===== config.mk =====
export PLATFORM = sky130hd
export DESIGN_NAME = mem_streamer
export DESIGN_NICKNAME = d
export VERILOG_FILES = /design/src/rtl/mem_streamer_pkg.sv /design/src/rtl/mem_streamer_addr_ctr.sv /design/src/rtl/mem_streamer.sv
export SDC_FILE = /design/constraint.sdc
export NUM_CORES = 1
export LEC_CHECK = 0
export BUFFER_PORTS_ARGS = -buffer_cell sky130_fd_sc_hd__buf_2
export CORE_MARGIN = 2
export CORE_UTILIZATION = 58
export CTS_BUF_LIST = sky130_fd_sc_hd__clkbuf_8
export DETAILED_ROUTE_END_ITERATION = 10
export PLACE_DENSITY_LB_ADDON = 0.15
export SLEW_MARGIN = 20
export SYNTH_ARGS = -nofsm -noshare
export SYNTH_HDL_FRONTEND = slang
export SYNTH_SLANG_ARGS = --single-unit

===== constraint.sdc =====
create_clock -name clk -period 4.7 [get_ports clk]
set_input_delay 0.47 -clock clk [delete_from_list [all_inputs] [get_ports clk]]
set_output_delay 0.47 -clock clk [all_outputs]
set_load 0.01 [all_outputs]

===== src/rtl/mem_streamer_pkg.sv =====
// Shared definitions for the memory streamer: state encoding, direction codes, default depth.
// Latency: n/a (types and constants only).
// Backpressure: n/a.
package mem_streamer_pkg;

    localparam int DEFAULT_SIZE = 8192;
    localparam int ADDR_W       = 15;

    // Command direction as carried on cmd_write
    localparam logic DIR_LOAD = 1'b1;
    localparam logic DIR_DUMP = 1'b0;

    typedef enum logic [2:0] {
        IDLE       = 3'd0,
        LOAD       = 3'd1,
        LOAD_FLUSH = 3'd2,
        DUMP_FETCH = 3'd3,
        DUMP_SEND  = 3'd4,
        DONE       = 3'd5
    } state_t;

endpackage


===== src/rtl/mem_streamer_addr_ctr.sv =====
// Transfer address register (wraps modulo SIZE) plus remaining-byte down-counter.
// Latency: addr/last update one cycle after load or step.
// Backpressure: none; the caller only steps on an accepted byte.
module mem_streamer_addr_ctr
    import mem_streamer_pkg::*;
#(
    parameter int SIZE  = DEFAULT_SIZE,
    parameter int LEN_W = 16
) (
    input  logic              clk,
    input  logic              reset,
    input  logic              load,
    input  logic              step,
    input  logic [ADDR_W-1:0] start_addr,
    input  logic [LEN_W-1:0]  len,
    output logic [ADDR_W-1:0] addr,
    output logic              last
);

    // SIZE is a power of two, so the wrap is a mask and upper address bits stay 0
    localparam logic [ADDR_W-1:0] ADDR_MASK = ADDR_W'(SIZE - 1);
    localparam logic [LEN_W-1:0]  LEN_MAX   = LEN_W'(SIZE);

    logic [LEN_W-1:0] remaining;

    // Load start address and clamped length on command accept; advance per byte
    always_ff @(posedge clk) begin
        if (reset) begin
            addr      <= '0;
            remaining <= '0;
        end else if (load) begin
            addr      <= start_addr & ADDR_MASK;
            remaining <= (len > LEN_MAX) ? LEN_MAX : len;
        end else if (step) begin
            addr      <= (addr + 1'b1) & ADDR_MASK;
            remaining <= remaining - 1'b1;
        end
    end

    assign last = (remaining == LEN_W'(1));

endmodule


===== src/rtl/mem_streamer.sv =====
// Memory bus initiator: streams bytes into memory (LOAD) or reads a region out (DUMP), holding the CPU meanwhile.
// Latency: LOAD writes one cycle after each accepted byte; DUMP presents a byte one cycle after its fetch.
// Backpressure: in_ready only in LOAD; DUMP holds out_data stable until out_ready; cmd_ready only in IDLE.
module mem_streamer
    import mem_streamer_pkg::*;
#(
    parameter int SIZE  = DEFAULT_SIZE,
    parameter int LEN_W = 16
) (
    input  logic              clk,
    input  logic              reset,
    input  logic              cmd_valid,
    output logic              cmd_ready,
    input  logic              cmd_write,
    input  logic [ADDR_W-1:0] cmd_addr,
    input  logic [LEN_W-1:0]  cmd_len,
    input  logic              in_valid,
    output logic              in_ready,
    input  logic [7:0]        in_data,
    output logic              out_valid,
    input  logic              out_ready,
    output logic [7:0]        out_data,
    output logic [ADDR_W-1:0] mem_address,
    output logic [7:0]        mem_wdata,
    output logic              mem_write_enable,
    output logic              mem_output_enable,
    input  logic [7:0]        mem_rdata,
    output logic              busy,
    output logic              done,
    output logic              cpu_hold
);

    state_t            state, state_n;
    logic              ctr_load, ctr_step;
    logic [ADDR_W-1:0] addr;
    logic              last;
    logic [ADDR_W-1:0] wr_addr;
    logic              load_accept;

    mem_streamer_addr_ctr #(
        .SIZE  (SIZE),
        .LEN_W (LEN_W)
    ) u_addr_ctr (
        .clk        (clk),
        .reset      (reset),
        .load       (ctr_load),
        .step       (ctr_step),
        .start_addr (cmd_addr),
        .len        (cmd_len),
        .addr       (addr),
        .last       (last)
    );

    // State register
    always_ff @(posedge clk) begin
        if (reset) state <= IDLE;
        else       state <= state_n;
    end

    // Next-state logic and counter controls
    always_comb begin
        state_n  = state;
        ctr_load = 1'b0;
        ctr_step = 1'b0;
        case (state)
            IDLE: begin
                if (cmd_valid) begin
                    ctr_load = 1'b1;
                    if (cmd_len == '0)            state_n = DONE;
                    else if (cmd_write == DIR_LOAD) state_n = LOAD;
                    else                          state_n = DUMP_FETCH;
                end
            end
            LOAD: begin
                if (in_valid) begin
                    ctr_step = 1'b1;
                    if (last) state_n = LOAD_FLUSH;
                end
            end
            LOAD_FLUSH: state_n = DONE;
            DUMP_FETCH: state_n = DUMP_SEND;
            DUMP_SEND: begin
                if (out_ready) begin
                    ctr_step = 1'b1;
                    state_n  = last ? DONE : DUMP_FETCH;
                end
            end
            DONE:    state_n = IDLE;
            default: state_n = IDLE;
        endcase
    end

    assign load_accept = (state == LOAD) && in_valid;

    // Write strobe is registered from the handshake so the memory samples it on the following negedge
    always_ff @(posedge clk) begin
        if (reset) begin
            mem_write_enable <= 1'b0;
            wr_addr          <= '0;
            mem_wdata        <= '0;
        end else begin
            mem_write_enable <= load_accept;
            if (load_accept) begin
                wr_addr   <= addr;
                mem_wdata <= in_data;
            end
        end
    end

    // Capture the fetched byte and hold it until the consumer accepts it
    always_ff @(posedge clk) begin
        if (reset) begin
            out_data  <= '0;
            out_valid <= 1'b0;
        end else if (state == DUMP_FETCH) begin
            out_data  <= mem_rdata;
            out_valid <= 1'b1;
        end else if (state == DUMP_SEND && out_ready) begin
            out_valid <= 1'b0;
        end
    end

    // During a fetch the live transfer address drives the bus; otherwise the last write address is held
    assign mem_address       = (state == DUMP_FETCH) ? addr : wr_addr;
    assign mem_output_enable = (state == DUMP_FETCH);
    assign cmd_ready         = (state == IDLE);
    assign in_ready          = (state == LOAD);
    assign busy              = (state != IDLE);
    assign done              = (state == DONE);
    assign cpu_hold          = busy;

endmodule


Yosys cells after proc, flatten, opt, wreduce, memory -nomap -nowiden
Index checks and enable logic that the tools add are counted.
{"block": "op_classes", "n_addsub": 2, "eq_ne": 10, "magnitude_cmp": 1, "n_reduce_logical": 8, "n_mux": 21}
{"op": "$mux W16", "count": 3}
{"op": "$mux W13", "count": 3}
{"op": "$mux W3", "count": 6}
{"op": "$eq A16 B1 Y1 const B", "count": 1}
{"op": "$gt A16 B14 Y1 const B", "count": 1}
{"op": "$logic_not A16 Y1", "count": 1}
{"op": "$sub A16 B1 Y16 const B", "count": 1}
{"op": "$pmux W3 S5", "count": 1}
{"op": "$add A13 B1 Y13 const B", "count": 1}
{"op": "$eq A3 B2 Y1 const B", "count": 2}
{"op": "$eq A3 B3 Y1 const B", "count": 2}
{"op": "$mux W1", "count": 6}
{"op": "$ne A2 B2 Y1 const B", "count": 3}
{"op": "$reduce_and A4 Y1", "count": 1}
{"op": "$reduce_bool A2 Y1", "count": 2}
{"op": "$eq A3 B1 Y1 const B", "count": 1}
{"op": "$logic_not A3 Y1", "count": 1}
{"op": "$reduce_bool A3 Y1", "count": 1}
{"op": "$logic_and A1 B1 Y1", "count": 2}
{"op": "$mux W2", "count": 1}
{"op": "$ne A2 B1 Y1 const B", "count": 1}
{"op": "$pmux W1 S2", "count": 1}
{"block": "totals", "elab_cells": 50, "inputBits": 53, "reg_bits": 63, "out_inout_bits": 39}

Depth between registers and ports, before layout
{"block": "depth", "word_depth": 4, "ltp_mapped": 8, "depth_no_buf": 7}

Hierarchy
A second synthesis with hierarchy kept.
{"block": "unflattened", "hier_cells": 436, "area_unflattened_um2": 3335.7}
{"module": "mem_streamer_addr_ctr", "cells_per_inst": 195, "instances": 1, "seq_area_each_um2": 580.6, "area_each_um2": 1686.6}
{"module": "mem_streamer", "cells_per_inst": 241, "instances": 1, "seq_area_each_um2": 720.7, "area_each_um2": 1649.1}

Worst setup path before layout
OpenSTA, ideal clock, no wires.
{"block": "synth_timing", "kind": "register -> output", "startpoint": "register state[1]", "endpoint": "output port mem_address[10]", "t_arrival_ps": 1434, "path_stages_with_launch": 8, "setup_slack_ps": 2796, "path_buffers": 2, "required_time_ps": 4230, "path_cell_list": "dfxtp_1 clkbuf_1 nand2_1 or2_0 inv_1 clkbuf_1 nand2_1 nand2_1"}
{"block": "synth_between", "elab_chain_cells": 2}
{"element": "start, declared", "line_no": "mem_streamer.sv:33", "source": "state_t state, state_n;"}
{"element": "start signal, assigned", "line_no": "mem_streamer.sv:57", "source": "else state <= state_n;"}
{"element": "$eq A3 B2 Y1"}
{"element": "via mem_output_enable", "line_no": "mem_streamer.sv:26", "source": "output logic mem_output_enable,"}
{"element": "$mux W13", "line_no": "mem_streamer.sv:124", "source": "assign mem_address = (state == DUMP_FETCH) ? addr : wr_addr;"}
{"element": "end, declared", "line_no": "mem_streamer.sv:23", "source": "output logic [ADDR_W-1:0] mem_address,"}
The timed path passes the listed nets, and every way through them passes these cells.

Worst setup path after layout
{"block": "layout_timing", "startpoint": "register state[0]", "endpoint": "output port mem_address[12]"}
{"block": "layout_between", "elab_chain_cells": 2}
{"element": "$eq A3 B2 Y1", "line_no": "mem_streamer.sv:124"}
{"element": "$mux W13", "line_no": "mem_streamer.sv:124"}
No other way between the ends.

==> results_tabular.tex <==
\begin{tabular}{lr}
\hline
Metric & Value \\
\hline
\multicolumn{2}{l}{\textbf{Run status}} \\
\quad Run status & complete, no violations \\
\multicolumn{2}{l}{\textbf{STA}} \\
\quad Summed negative setup slack over all endpoints & 0 ns \\
\quad Final critical path time including I/O delays and setup & about 3.1 ns \\
\quad Number of hold-slack violations in the final timing report & 0 \\
\quad Fin Clk Skew & roughly 0.009 ns \\
\quad Count of final setup violators & 0 \\
\quad Final worst hold slack & between 0.3 and 0.4 ns \\
\quad Transition time at the pin with the least slew margin & between 1 and 1.5 ns \\
\quad Final Cycle Share & around 65\% \\
\quad Slew Viols, Final & 0 \\
\quad F\_max & 327 MHz \\
\quad Minimum setup slack in the final design & 1.65 ns \\
\quad Max-slew headroom at the worst pin & roughly a quarter \\
\quad Setup repair after global routing missed its margin & no \\
\multicolumn{2}{l}{\textbf{Detailed routing}} \\
\quad Number of antenna-violating nets in the routed design & 0 \\
\quad Number of vias per cell after detailed routing & between 5 and 6 \\
\quad \# DRC & 0 \\
\quad Via count & approximately 3,400 \\
\quad TritonRoute pass-1 iters & 5 \\
\quad Violation count after the first detailed-routing iteration & roughly 180 \\
\quad Total detailed-routing wirelength & slightly below 9000 µm \\
\quad Post-detailed-route wirelength per cell & 14.9 µm \\
\multicolumn{2}{l}{\textbf{Logic synthesis}} \\
\quad Synthesized flop and latch total & between 60 and 70 \\
\quad Cell variety after synth & between 50 and 60 \\
\quad Proportion of synthesized area in mux cells & roughly 1.6\% \\
\quad Post-synthesis cell count & 450 \\
\quad Fraction of the mapped netlist area in adder cells & approximately 1.1\% \\
\quad Most common flop cell mapped by yosys & dfxtp\_1 \\
\quad Yosys warning count & 0 \\
\quad Sequential fraction of the synthesis area & 38.0\% \\
\quad Proportion of synthesized flip-flops having asynchronous set or reset & 0\% \\
\quad Basic-gate share of the synthesized area counting and, or, nand and nor cells & a little under a third \\
\quad Largest family of logic cells by synthesized area & simple AND/OR/NAND/NOR gates \\
\quad Synthesized area & approximately 3300 µm² \\
\quad Fraction of synthesized cell area in xor and xnor cells & roughly 3.4\% \\
\quad Avg Inst Size Synth & $\sim$7.4 µm² \\
\quad Synth Area in Compound Gates & between 10\% and 20\% \\
\quad Number of enable-type register cells in the synthesized netlist & 0 \\
\multicolumn{2}{l}{\textbf{Placement}} \\
\quad Number of buffer cells added on primary ports & between 80 and 90 \\
\quad HPWL after DPL & between 5000 and 6000 µm \\
\quad Post-placement worst setup slack & about 2.1 ns \\
\quad Final GP Congestion & 0.972 \\
\multicolumn{2}{l}{\textbf{Layout}} \\
\quad Fraction of layout instances using a drive strength above 1 & a little under a quarter \\
\quad Nets & around 570 \\
\quad Final core utilization & around 72\% \\
\quad Diodes inserted & 0 \\
\quad Area growth, synth to finish & 19.8\% \\
\quad Final-layout fill cell count & between 400 and 500 \\
\multicolumn{2}{l}{\textbf{Global route}} \\
\quad Total global routing track utilization & between 20\% and 30\% \\
\quad Total congestion overflow after global routing & 0 \\
\quad Via count of the first global-routing pass & 3,080 \\
\quad Global-route wire length before repair & $\sim$14,000 µm \\
\quad Initial antenna violation count & 0 \\
\quad Pin count of the biggest net entering global routing & 62 \\
\multicolumn{2}{l}{\textbf{Floorplan}} \\
\quad Area of the die & around 6300 µm² \\
\quad Core area & $\sim$5500 µm² \\
\quad Die boundary height & about 80 µm \\
\quad Io pins & 92 \\
\quad Width of the chip & around 80 µm \\
\quad Number of standard-cell rows in the floorplan & 27 \\
\quad Initial core utilization & 60.3\% \\
\multicolumn{2}{l}{\textbf{Clocking}} \\
\quad Clock tree buffer depth & 2 \\
\quad Post-CTS sizing & 0 \\
\quad Number of sinks on the clock net & 63 \\
\quad \# Post-CTS Setup Buffers & 0 \\
\quad Clock-pin slew on the worst setup and hold paths & around 0.080 ns \\
\quad Hold Buf Count CTS & 0 \\
\quad Cts bufs inserted & 9 \\
\quad TritonCTS clock tree & yes \\
\quad Clock Root Buffer & clkbuf\_8 \\
\quad Clk Latency, worst-skew pair & about 0.35 ns \\
\quad CTS H-Tree Depth & 3 \\
\multicolumn{2}{l}{\textbf{Worst setup path}} \\
\quad Kind of end point of the critical path & output port \\
\quad Endpoint of the most critical register-to-register path & u\_addr\_ctr.remaining[13]\$\_SDFFE\_PP0P\_ \\
\quad Setup slack of the most critical reg-to-reg path & between 2 and 2.5 ns \\
\quad Worst R2R Start & state[0]\$\_SDFFE\_PP0P\_ \\
\quad Data required time at the worst endpoint & 4.23 ns \\
\quad Critical path class & flop to output port \\
\quad Arrival time of the worst setup path & about 2.6 ns \\
\quad Worst Reg-to-Reg Cells & 4 \\
\quad CP Max Fanout & 22 \\
\quad Critical path launch point type & flop \\
\multicolumn{2}{l}{\textbf{Pwr}} \\
\quad Worst VDD drop & 277 µV \\
\quad Leakage power summed over all cells & $\sim$1.7 nW \\
\quad Power per Cell Area & 472 nW/µm² \\
\quad Total design power & 1.88 mW \\
\multicolumn{2}{l}{\textbf{Worst hold path}} \\
\quad Launch instance of the worst min-delay path & in\_data[4] \\
\quad Min-Delay Path Class & input port to flop \\
\quad Worst hold endpoint & mem\_wdata[4]\$\_SDFFE\_PP0P\_ \\
\quad Number of cells on the worst hold path & 3 \\
\multicolumn{2}{l}{\textbf{Run}} \\
\quad Maximum capacitance violations & 0 \\
\hline
\end{tabular}
state kept, by name, summed over array words and instances, names as in the netlist:
| signal | count |
|---|---|
| out_valid | 1 |
| out_data | 8 |
| mem_wdata | 8 |
| u_addr_ctr.addr | 13 |
| mem_write_enable | 1 |
| u_addr_ctr.remaining | 16 |
| wr_addr | 13 |
| state | 3 |
worst max-delay path, cell delays in order (launching register included):
cell and delay, ns:
dfxtp_1 0.75, nand2_1 0.08, or2_0 0.22, buf_4 0.22, inv_1 0.59, nand2_1 0.14, nand2_1 0.10, buf_2 0.13
cells by family after synthesis:
family	after synthesis
buf+inv	44
xor+xnor	13
flops	63
simple gates	222
compound gates	99
mux	5
fa+ha+maj	3
other cells	1
synthesized netlist by cell type, types with 2 or more instances:
master,n,share of area [%]
nor2_2,2,0.38
mux2_2,3,1.0
buf_1,2,0.23
o31ai_1,2,0.45
o21ai_0,11,1.7
and4bb_2,2,0.75
nand3_1,8,1.2
nand4bb_1,2,0.68
xor2_1,7,1.8
nand2_1,114,13
buf_2,5,0.75
inv_1,9,1.0
a211oi_2,2,0.75
buf_4,4,0.91
dfxtp_1,63,38
a22oi_1,2,0.45
nor3b_1,2,0.45
nor3_1,10,1.5
o211ai_1,2,0.45
nor2b_1,3,0.57
mux2i_1,2,0.60
a21o_1,2,0.45
nor4_1,8,1.5
clkbuf_1,23,2.6
o311ai_0,3,0.79
a21oi_1,42,6.3
a31oi_1,9,1.7
xnor2_1,6,1.6
and3_1,4,0.75
nand4_1,11,2.1
or2_0,2,0.38
a211oi_1,14,3.2
ha_1,3,1.1
nand3b_1,2,0.45
nor2_1,41,4.6
through the flow:
step	cell area, µm²	std cells
5_1_grt	3970	594
2_1_floorplan	3320	451
4_1_cts	3970	594
6_report	3970	594
3_5_place_dp	3720	578
3_3_place_gp	3720	578
cell type report:
type | instances | area, µm² | share of cell area (%)
clock inverter | 7 | 125 | 3.15
inverter | 9 | 33.8 | 0.850
timing repair buffer | 90 | 458 | 11.5
tap | 72 | 90.1 | 2.27
multi-input combinational | 344 | 1880 | 47.4
clock buffer | 9 | 124 | 3.12
sequential | 63 | 1260 | 31.7
per-layer routing:
layer  GRT usage [%]  wire (µm)  vias up
li1                -          -     1699
met1            35.9       3890     1623
met2            47.1       4240      110
met3            6.22        588        9
met4            10.9        122        0
met5               0          0        -
power breakdown:
part           total (mW)  internal, mW  switching [mW]
Sequential          0.719         0.610           0.110
Clock               0.606         0.360           0.246
Combinational       0.550         0.223           0.327
worst max-delay path by stage:
stage                               start              end  slack [ns]  cells past startpoint
finish              state[0]$_SDFFE_PP0P_  mem_address[12]        1.65                      7
global route        state[0]$_SDFFE_PP0P_  mem_address[12]        1.48                      7
CTS                 state[0]$_SDFFE_PP0P_  mem_address[12]        1.68                      7
detailed placement  state[0]$_SDFFE_PP0P_  mem_address[12]        2.08                      7
global placement    state[0]$_SDFFE_PP0P_   mem_address[4]        2.13                      7
floorplan           state[1]$_SDFFE_PP0P_  mem_address[10]        2.80                      7
cell usage in the layout (no fill, tap or decap), types with 3 or more instances in the layout:
| master | count |
|---|---|
| a31oi_1 | 9 |
| a211oi_1 | 14 |
| nor4_1 | 8 |
| inv_6 | 4 |
| xor2_1 | 7 |
| ha_1 | 3 |
| nand4_1 | 11 |
| nand3_1 | 8 |
| mux2_2 | 3 |
| o311ai_0 | 3 |
| dfxtp_1 | 63 |
| a21oi_1 | 42 |
| clkbuf_8 | 9 |
| inv_1 | 9 |
| nor2_1 | 41 |
| o21ai_0 | 11 |
| nor2b_1 | 3 |
| bufinv_16 | 3 |
| nor3_1 | 10 |
| nand2_1 | 114 |
| buf_2 | 87 |
| xnor2_1 | 6 |
| buf_4 | 3 |
| and3_1 | 4 |
No activity file was read; power rests on OpenSTA's default activity.
